<file path="src/rtl/uart_rx_frame_check.sv">
// rtl/uart_rx_frame_check.sv - UART RX whole-frame checker (start, data, parity, stop)
//
// Purpose: deserialises one UART frame from the upstream sampler's voted bits and
//   flags start-glitch, parity and stop errors with single-cycle registered strobes.
// Optional feature macro: UART_RX_ERR_CNT_EN adds saturating per-error counters.
// Ports:
//   clk, reset_n              clock, asynchronous active-low reset
//   chk_en                    block enable; low aborts any frame in flight
//   frame_start               pulse from falling-edge detector, starts a frame in IDLE
//   par_en, par_typ           parity present / 0 even 1 odd (latched at frame_start)
//   sampled_bit, sample_valid voted bit and its qualifying strobe
//   p_data                    data of the last error-free frame
//   data_valid, frame_done    good-frame pulse / any-frame-end pulse
//   strt_glitch, par_err, stp_err  error pulses
//   busy                      FSM outside IDLE
//   cnt_clr, glitch_cnt, par_err_cnt, stp_err_cnt  (UART_RX_ERR_CNT_EN only)
module uart_rx_frame_check #(
  parameter int DATA_WIDTH = 8,
  parameter int STOP_BITS  = 1,
  parameter int CNT_WIDTH  = 8
) (
  input  logic                  clk,
  input  logic                  reset_n,
  input  logic                  chk_en,
  input  logic                  frame_start,
  input  logic                  par_en,
  input  logic                  par_typ,
  input  logic                  sampled_bit,
  input  logic                  sample_valid,
`ifdef UART_RX_ERR_CNT_EN
  input  logic                  cnt_clr,
  output logic [CNT_WIDTH-1:0]  glitch_cnt,
  output logic [CNT_WIDTH-1:0]  par_err_cnt,
  output logic [CNT_WIDTH-1:0]  stp_err_cnt,
`endif
  output logic [DATA_WIDTH-1:0] p_data,
  output logic                  data_valid,
  output logic                  frame_done,
  output logic                  strt_glitch,
  output logic                  par_err,
  output logic                  stp_err,
  output logic                  busy
);

  localparam int BCW = (DATA_WIDTH > 1) ? $clog2(DATA_WIDTH) : 1;
  localparam int SCW = (STOP_BITS > 1) ? $clog2(STOP_BITS) : 1;
  localparam logic [BCW-1:0] BitLast  = BCW'(DATA_WIDTH - 1);
  localparam logic [SCW-1:0] StopLast = SCW'(STOP_BITS - 1);

  // CNT_WIDTH only sizes the optional error counters.
  if (CNT_WIDTH < 1) begin : g_cnt_width_invalid
  end

  typedef enum logic [2:0] {S_IDLE, S_START, S_DATA, S_PARITY, S_STOP} state_t;

  state_t                state_q, state_d;
  logic [DATA_WIDTH-1:0] shreg_q, shreg_d;
  logic [DATA_WIDTH-1:0] p_data_q, p_data_d;
  logic [BCW-1:0]        bit_cnt_q, bit_cnt_d;
  logic [SCW-1:0]        stop_cnt_q, stop_cnt_d;
  logic                  par_en_q, par_en_d, par_typ_q, par_typ_d;
  logic                  par_fail_q, par_fail_d, stp_fail_q, stp_fail_d;
  logic                  data_valid_q, data_valid_d, frame_done_q, frame_done_d;
  logic                  strt_glitch_q, strt_glitch_d;
  logic                  par_err_q, par_err_d, stp_err_q, stp_err_d;
  logic                  stp_fail_now;

  // Fail flag including the stop sample currently being presented.
  assign stp_fail_now = stp_fail_q | ~sampled_bit;

  always_comb begin
    state_d       = state_q;
    shreg_d       = shreg_q;
    p_data_d      = p_data_q;
    bit_cnt_d     = bit_cnt_q;
    stop_cnt_d    = stop_cnt_q;
    par_en_d      = par_en_q;
    par_typ_d     = par_typ_q;
    par_fail_d    = par_fail_q;
    stp_fail_d    = stp_fail_q;
    data_valid_d  = 1'b0;
    frame_done_d  = 1'b0;
    strt_glitch_d = 1'b0;
    par_err_d     = 1'b0;
    stp_err_d     = 1'b0;
    if (!chk_en) begin
      state_d    = S_IDLE;
      par_fail_d = 1'b0;
      stp_fail_d = 1'b0;
    end else begin
      case (state_q)
        S_IDLE: begin
          if (frame_start) begin
            par_en_d   = par_en;
            par_typ_d  = par_typ;
            shreg_d    = '0;
            bit_cnt_d  = '0;
            stop_cnt_d = '0;
            par_fail_d = 1'b0;
            stp_fail_d = 1'b0;
            state_d    = S_START;
          end
        end
        S_START: begin
          if (sample_valid) begin
            if (sampled_bit) begin
              strt_glitch_d = 1'b1;
              frame_done_d  = 1'b1;
              state_d       = S_IDLE;
            end else begin
              state_d = S_DATA;
            end
          end
        end
        S_DATA: begin
          if (sample_valid) begin
            shreg_d = {sampled_bit, shreg_q[DATA_WIDTH-1:1]};
            if (bit_cnt_q == BitLast) begin
              state_d = par_en_q ? S_PARITY : S_STOP;
            end else begin
              bit_cnt_d = bit_cnt_q + 1'b1;
            end
          end
        end
        S_PARITY: begin
          if (sample_valid) begin
            par_fail_d = sampled_bit != (par_typ_q ? ~^shreg_q : ^shreg_q);
            state_d    = S_STOP;
          end
        end
        S_STOP: begin
          if (sample_valid) begin
            stp_fail_d = stp_fail_now;
            if (stop_cnt_q == StopLast) begin
              state_d      = S_IDLE;
              frame_done_d = 1'b1;
              par_err_d    = par_fail_q;
              stp_err_d    = stp_fail_now;
              if (!par_fail_q && !stp_fail_now) begin
                p_data_d     = shreg_q;
                data_valid_d = 1'b1;
              end
            end else begin
              stop_cnt_d = stop_cnt_q + 1'b1;
            end
          end
        end
        default: state_d = S_IDLE;
      endcase
    end
  end

  always_ff @(posedge clk or negedge reset_n) begin
    if (!reset_n) begin
      state_q       <= S_IDLE;
      shreg_q       <= '0;
      p_data_q      <= '0;
      bit_cnt_q     <= '0;
      stop_cnt_q    <= '0;
      par_en_q      <= 1'b0;
      par_typ_q     <= 1'b0;
      par_fail_q    <= 1'b0;
      stp_fail_q    <= 1'b0;
      data_valid_q  <= 1'b0;
      frame_done_q  <= 1'b0;
      strt_glitch_q <= 1'b0;
      par_err_q     <= 1'b0;
      stp_err_q     <= 1'b0;
    end else begin
      state_q       <= state_d;
      shreg_q       <= shreg_d;
      p_data_q      <= p_data_d;
      bit_cnt_q     <= bit_cnt_d;
      stop_cnt_q    <= stop_cnt_d;
      par_en_q      <= par_en_d;
      par_typ_q     <= par_typ_d;
      par_fail_q    <= par_fail_d;
      stp_fail_q    <= stp_fail_d;
      data_valid_q  <= data_valid_d;
      frame_done_q  <= frame_done_d;
      strt_glitch_q <= strt_glitch_d;
      par_err_q     <= par_err_d;
      stp_err_q     <= stp_err_d;
    end
  end

  assign p_data      = p_data_q;
  assign data_valid  = data_valid_q;
  assign frame_done  = frame_done_q;
  assign strt_glitch = strt_glitch_q;
  assign par_err     = par_err_q;
  assign stp_err     = stp_err_q;
  assign busy        = (state_q != S_IDLE);

`ifdef UART_RX_ERR_CNT_EN
  logic [CNT_WIDTH-1:0] glitch_cnt_q, par_err_cnt_q, stp_err_cnt_q;

  // Counters follow the registered strobes, so they move one cycle after the pulse.
  always_ff @(posedge clk or negedge reset_n) begin
    if (!reset_n) begin
      glitch_cnt_q  <= '0;
      par_err_cnt_q <= '0;
      stp_err_cnt_q <= '0;
    end else if (cnt_clr) begin
      glitch_cnt_q  <= '0;
      par_err_cnt_q <= '0;
      stp_err_cnt_q <= '0;
    end else begin
      if (strt_glitch_q && (glitch_cnt_q != '1))  glitch_cnt_q  <= glitch_cnt_q + 1'b1;
      if (par_err_q && (par_err_cnt_q != '1))     par_err_cnt_q <= par_err_cnt_q + 1'b1;
      if (stp_err_q && (stp_err_cnt_q != '1))     stp_err_cnt_q <= stp_err_cnt_q + 1'b1;
    end
  end

  assign glitch_cnt  = glitch_cnt_q;
  assign par_err_cnt = par_err_cnt_q;
  assign stp_err_cnt = stp_err_cnt_q;
`endif

endmodule
</file>
<file path="config.mk">
export PLATFORM = sky130hd
export DESIGN_NAME = uart_rx_frame_check
export DESIGN_NICKNAME = d
export VERILOG_FILES = /design/src/rtl/uart_rx_frame_check.sv
export SDC_FILE = /design/constraint.sdc
export NUM_CORES = 1
export LEC_CHECK = 0
export CORE_MARGIN = 2
export CORE_UTILIZATION = 35
export CTS_CLUSTER_SIZE = 12
export DETAILED_ROUTE_END_ITERATION = 16
export MAX_ROUTING_LAYER = met4
export PLACE_DENSITY = 0.58
export SYNTH_ARGS = -nofsm -noshare
export SYNTH_HDL_FRONTEND = slang
export SYNTH_SLANG_ARGS = --single-unit
</file>
<file path="constraint.sdc">
create_clock -name clk -period 2 [get_ports clk]
set_input_delay 0.6 -clock clk [delete_from_list [all_inputs] [get_ports clk]]
set_output_delay 0.6 -clock clk [all_outputs]
set_load 0.02 [all_outputs]
</file>
==> reports/metrics.cfg <==
[status]
status = complete, no violations

[cts]
cts_setup_buffers = 0
path_clk_slew_ps = 60
clock_sinks = 31
numCtsBuffers = 5
cts_tree = built
cts.htree.levels = 2
ctsLongestPathBuffers = 2
clk_latency_ps = 280
cts_root_buffer = clkbuf_8

[worst_hold_path]
hold_path.class = register to register
whs_path_depth = 1

[drt]
wl_per_cell_um = 13.1
via_per_inst = 4.88
num_vias = 1099
drtIter0Drc = 77
ant_nets = 0
dr.pass1.iters = 4
route.detailed.drc = 0
wl_um = 2950

[yosys]
yosys_warnings = 0
syn_nets = 145
yosysTopAreaCellShare_pct = 51.3
syn_area_um2 = 1510
synth.area.top_cells = dfrtp_1 51%, mux2_4 7.9%, inv_1 4.0%
netlist_instances = 135
ys_seq_elements = 31
yosysTopAreaCell = dfrtp_1
synth-seq-area-share_pct = 51.3
avgSynthCellArea_um2 = 11.2
synth_cell_types = 35

[pwr]
p_leak_nw = 0.928
peakVddDrop_v = 0.000248
power.density_nw_per_um2 = 660

[critical_path]
slowest_delay_ps = 530
cp.required_ps = 2160
path_delay_family = buffers and inverters
worst_setup_path_start_kind = input pin
critPathKind = input pin to register
cp.depth = 5
crit_slowest_cell = or4_4
end_kind = register
cp_data_arrival_time_ps = 2130
crit_path_max_fanout = 9
path_buf_inv = 3
crit_chain = clkdlybuf4s50_1, inv_1, or4_4, buf_6, mux2_4
r2r.worst_path.cells = 6

[placed_design]
preCtsSetupSlack_ps = -295
dp_hpwl_um = 2170
dpl_cell_area_um2 = 1870
gp_congestion = 0.857
io_buffers = 21

[finish]
drive_above_1_share_pct = 22.9
syn_to_final_growth_pct = 30.0
n_fill_cell = 380
layout.nets = 184
finalInstanceArea_um2 = 1970
layout_commonest_cell = dfrtp_1
antenna_cells = 0
final_cell_mix = 31 x dfrtp_1, 19 x clkdlybuf4s50_1, 16 x inv_1, 16 x buf_4, 11 x o21ai_0

[timing]
holdWs_ps = 512
hold_violations = 0
post-route-period-util_pct = 98.1
relSlewSlack_pct = 74.1
finClkSkew_ps = 3.33
slew_viol_final = 0
setup_viol = 0
worst_slack_ps = 37.0
worstMarginPinSlew_ps = 389
rsz0062_at_grt = false
period_needed_ps = 1960
fmax_mhz = 509

[floorplan]
io_pins = 22
num_rows = 23
die_h_um = 69.7
dieArea_um2 = 4860
core-area_um2 = 4090
die_x_um = 69.7
start_util_pct = 37.0

[global_route]
grt_pass1_vias = 1095
grt_overflow = 0
grt_pass1_wl_um = 5130
grt_usage_pct = 13.9
grt_max_degree = 32
antenna_found_initial = 0

[flow_run]
drv_cap = 0

-- power by group --
| group | switching (mW) | leakage, nW | internal [mW] |
|---|---|---|---|
| clock network | 0.231 | 0.0477 | 0.238 |
| registers | 0.0126 | 0.426 | 0.645 |
| logic | 0.0850 | 0.455 | 0.0870 |
-- cell usage after synthesis, drive strengths merged --
library cell and number:
dfrtp 31, inv 16, mux2 11, o21ai 11
nand3 10, nand2 8, xnor2 6, a21oi 4
buf 4, nor2 4, nor3 4, mux2i 3
clkbuf 2, ha 2, nand2b 2, nand4 2
nor2b 2, nor4 2, a211oi 1, a32oi 1
nand3b 1, o211ai 1, o21a 1, o2bb2a 1
o41ai 1, or3 1, or4 1, xnor3 1
xor2 1
-- worst paths after layout --
check	from	endpoint	slack, ps
max	sampled_bit	p_data[5]	40
min	p_data[1]	p_data[1]	510
max reg2reg	state_q[1]	p_data[5]	180
min reg2reg	p_data[1]	p_data[1]	510
max in group asynchronous	reset_n	p_data[0]	1010
min in group asynchronous	reset_n	shreg_q[6]	700
-- layout make-up --
class                      count  area [µm²]  share of cell area, %
multi-input combinational     82         641                   32.6
tap                           50        62.6                   3.18
timing repair buffer          38         344                   17.5
sequential                    31         776                   39.4
clock inverter                 3        15.0                  0.763
inverter                      16        60.1                   3.05
clock buffer                   5        68.8                   3.50
-- sequential cells by signal (all words and copies together), names as in the netlist --
register and count:
state_q 3, par_err 1, stp_err 1, p_data 8
par_en_q 1, bit_cnt_q 3, shreg_q 8, frame_done 1
par_fail_q 1, data_valid 1, stp_fail_q 1, strt_glitch 1
par_typ_q 1
-- what timing repair did --
action	CTS	global route
pin swaps	0	0
gates resized for setup	1	4
hold buffers	0	0
setup endpoints to repair	1	9
-- stage by stage --
step | TNS, ps | power [mW] | util [%] | instances
4_1_cts | 0 | 1.32 | 47.9 | 225
3_5_place_dp | -2520 | 0.845 | 45.8 | 217
3_3_place_gp | -2330 | 0.841 | 45.8 | 217
6_report | 0 | 1.30 | 48.1 | 225
5_1_grt | 0 | 1.36 | 48.1 | 225
2_1_floorplan | 0 | 0.763 | - | 135
-- worst register-to-register path: stages (launching register included) --
cell and delay, ps:
dfrtp_1 370, buf_4 180, nor2_8 140, nand4_2 120, or4_4 430, buf_6 170
mux2_4 300
-- logic make-up (layout without fill, tap and decap cells) --
| logic type | count (synthesis) | after routing | share of synthesized area, % |
|---|---|---|---|
| AND/OR/NAND/NOR | 37 | 37 | 14.5 |
| adder cells (fa/ha/maj) | 2 | 2 | 1.65 |
| buffers and inverters | 22 | 62 | 6.62 |
| AO/OA/AOI/OAI | 21 | 21 | 8.27 |
| multiplexers | 14 | 14 | 12.2 |
| XOR/XNOR | 8 | 8 | 5.54 |
| flip-flops | 31 | 31 | 51.3 |
-- layer usage --
metal | vias up | part of all wire (%) | GRT usage [%]
met5 | - | 0 | -
met3 | 5 | 3.9 | 4.36
met1 | 535 | 45 | 16.9
li1 | 535 | - | -
met2 | 24 | 49 | 21.9
met4 | 0 | 1.4 | 5.13
Note: power is estimated with default switching activity, not from simulation.
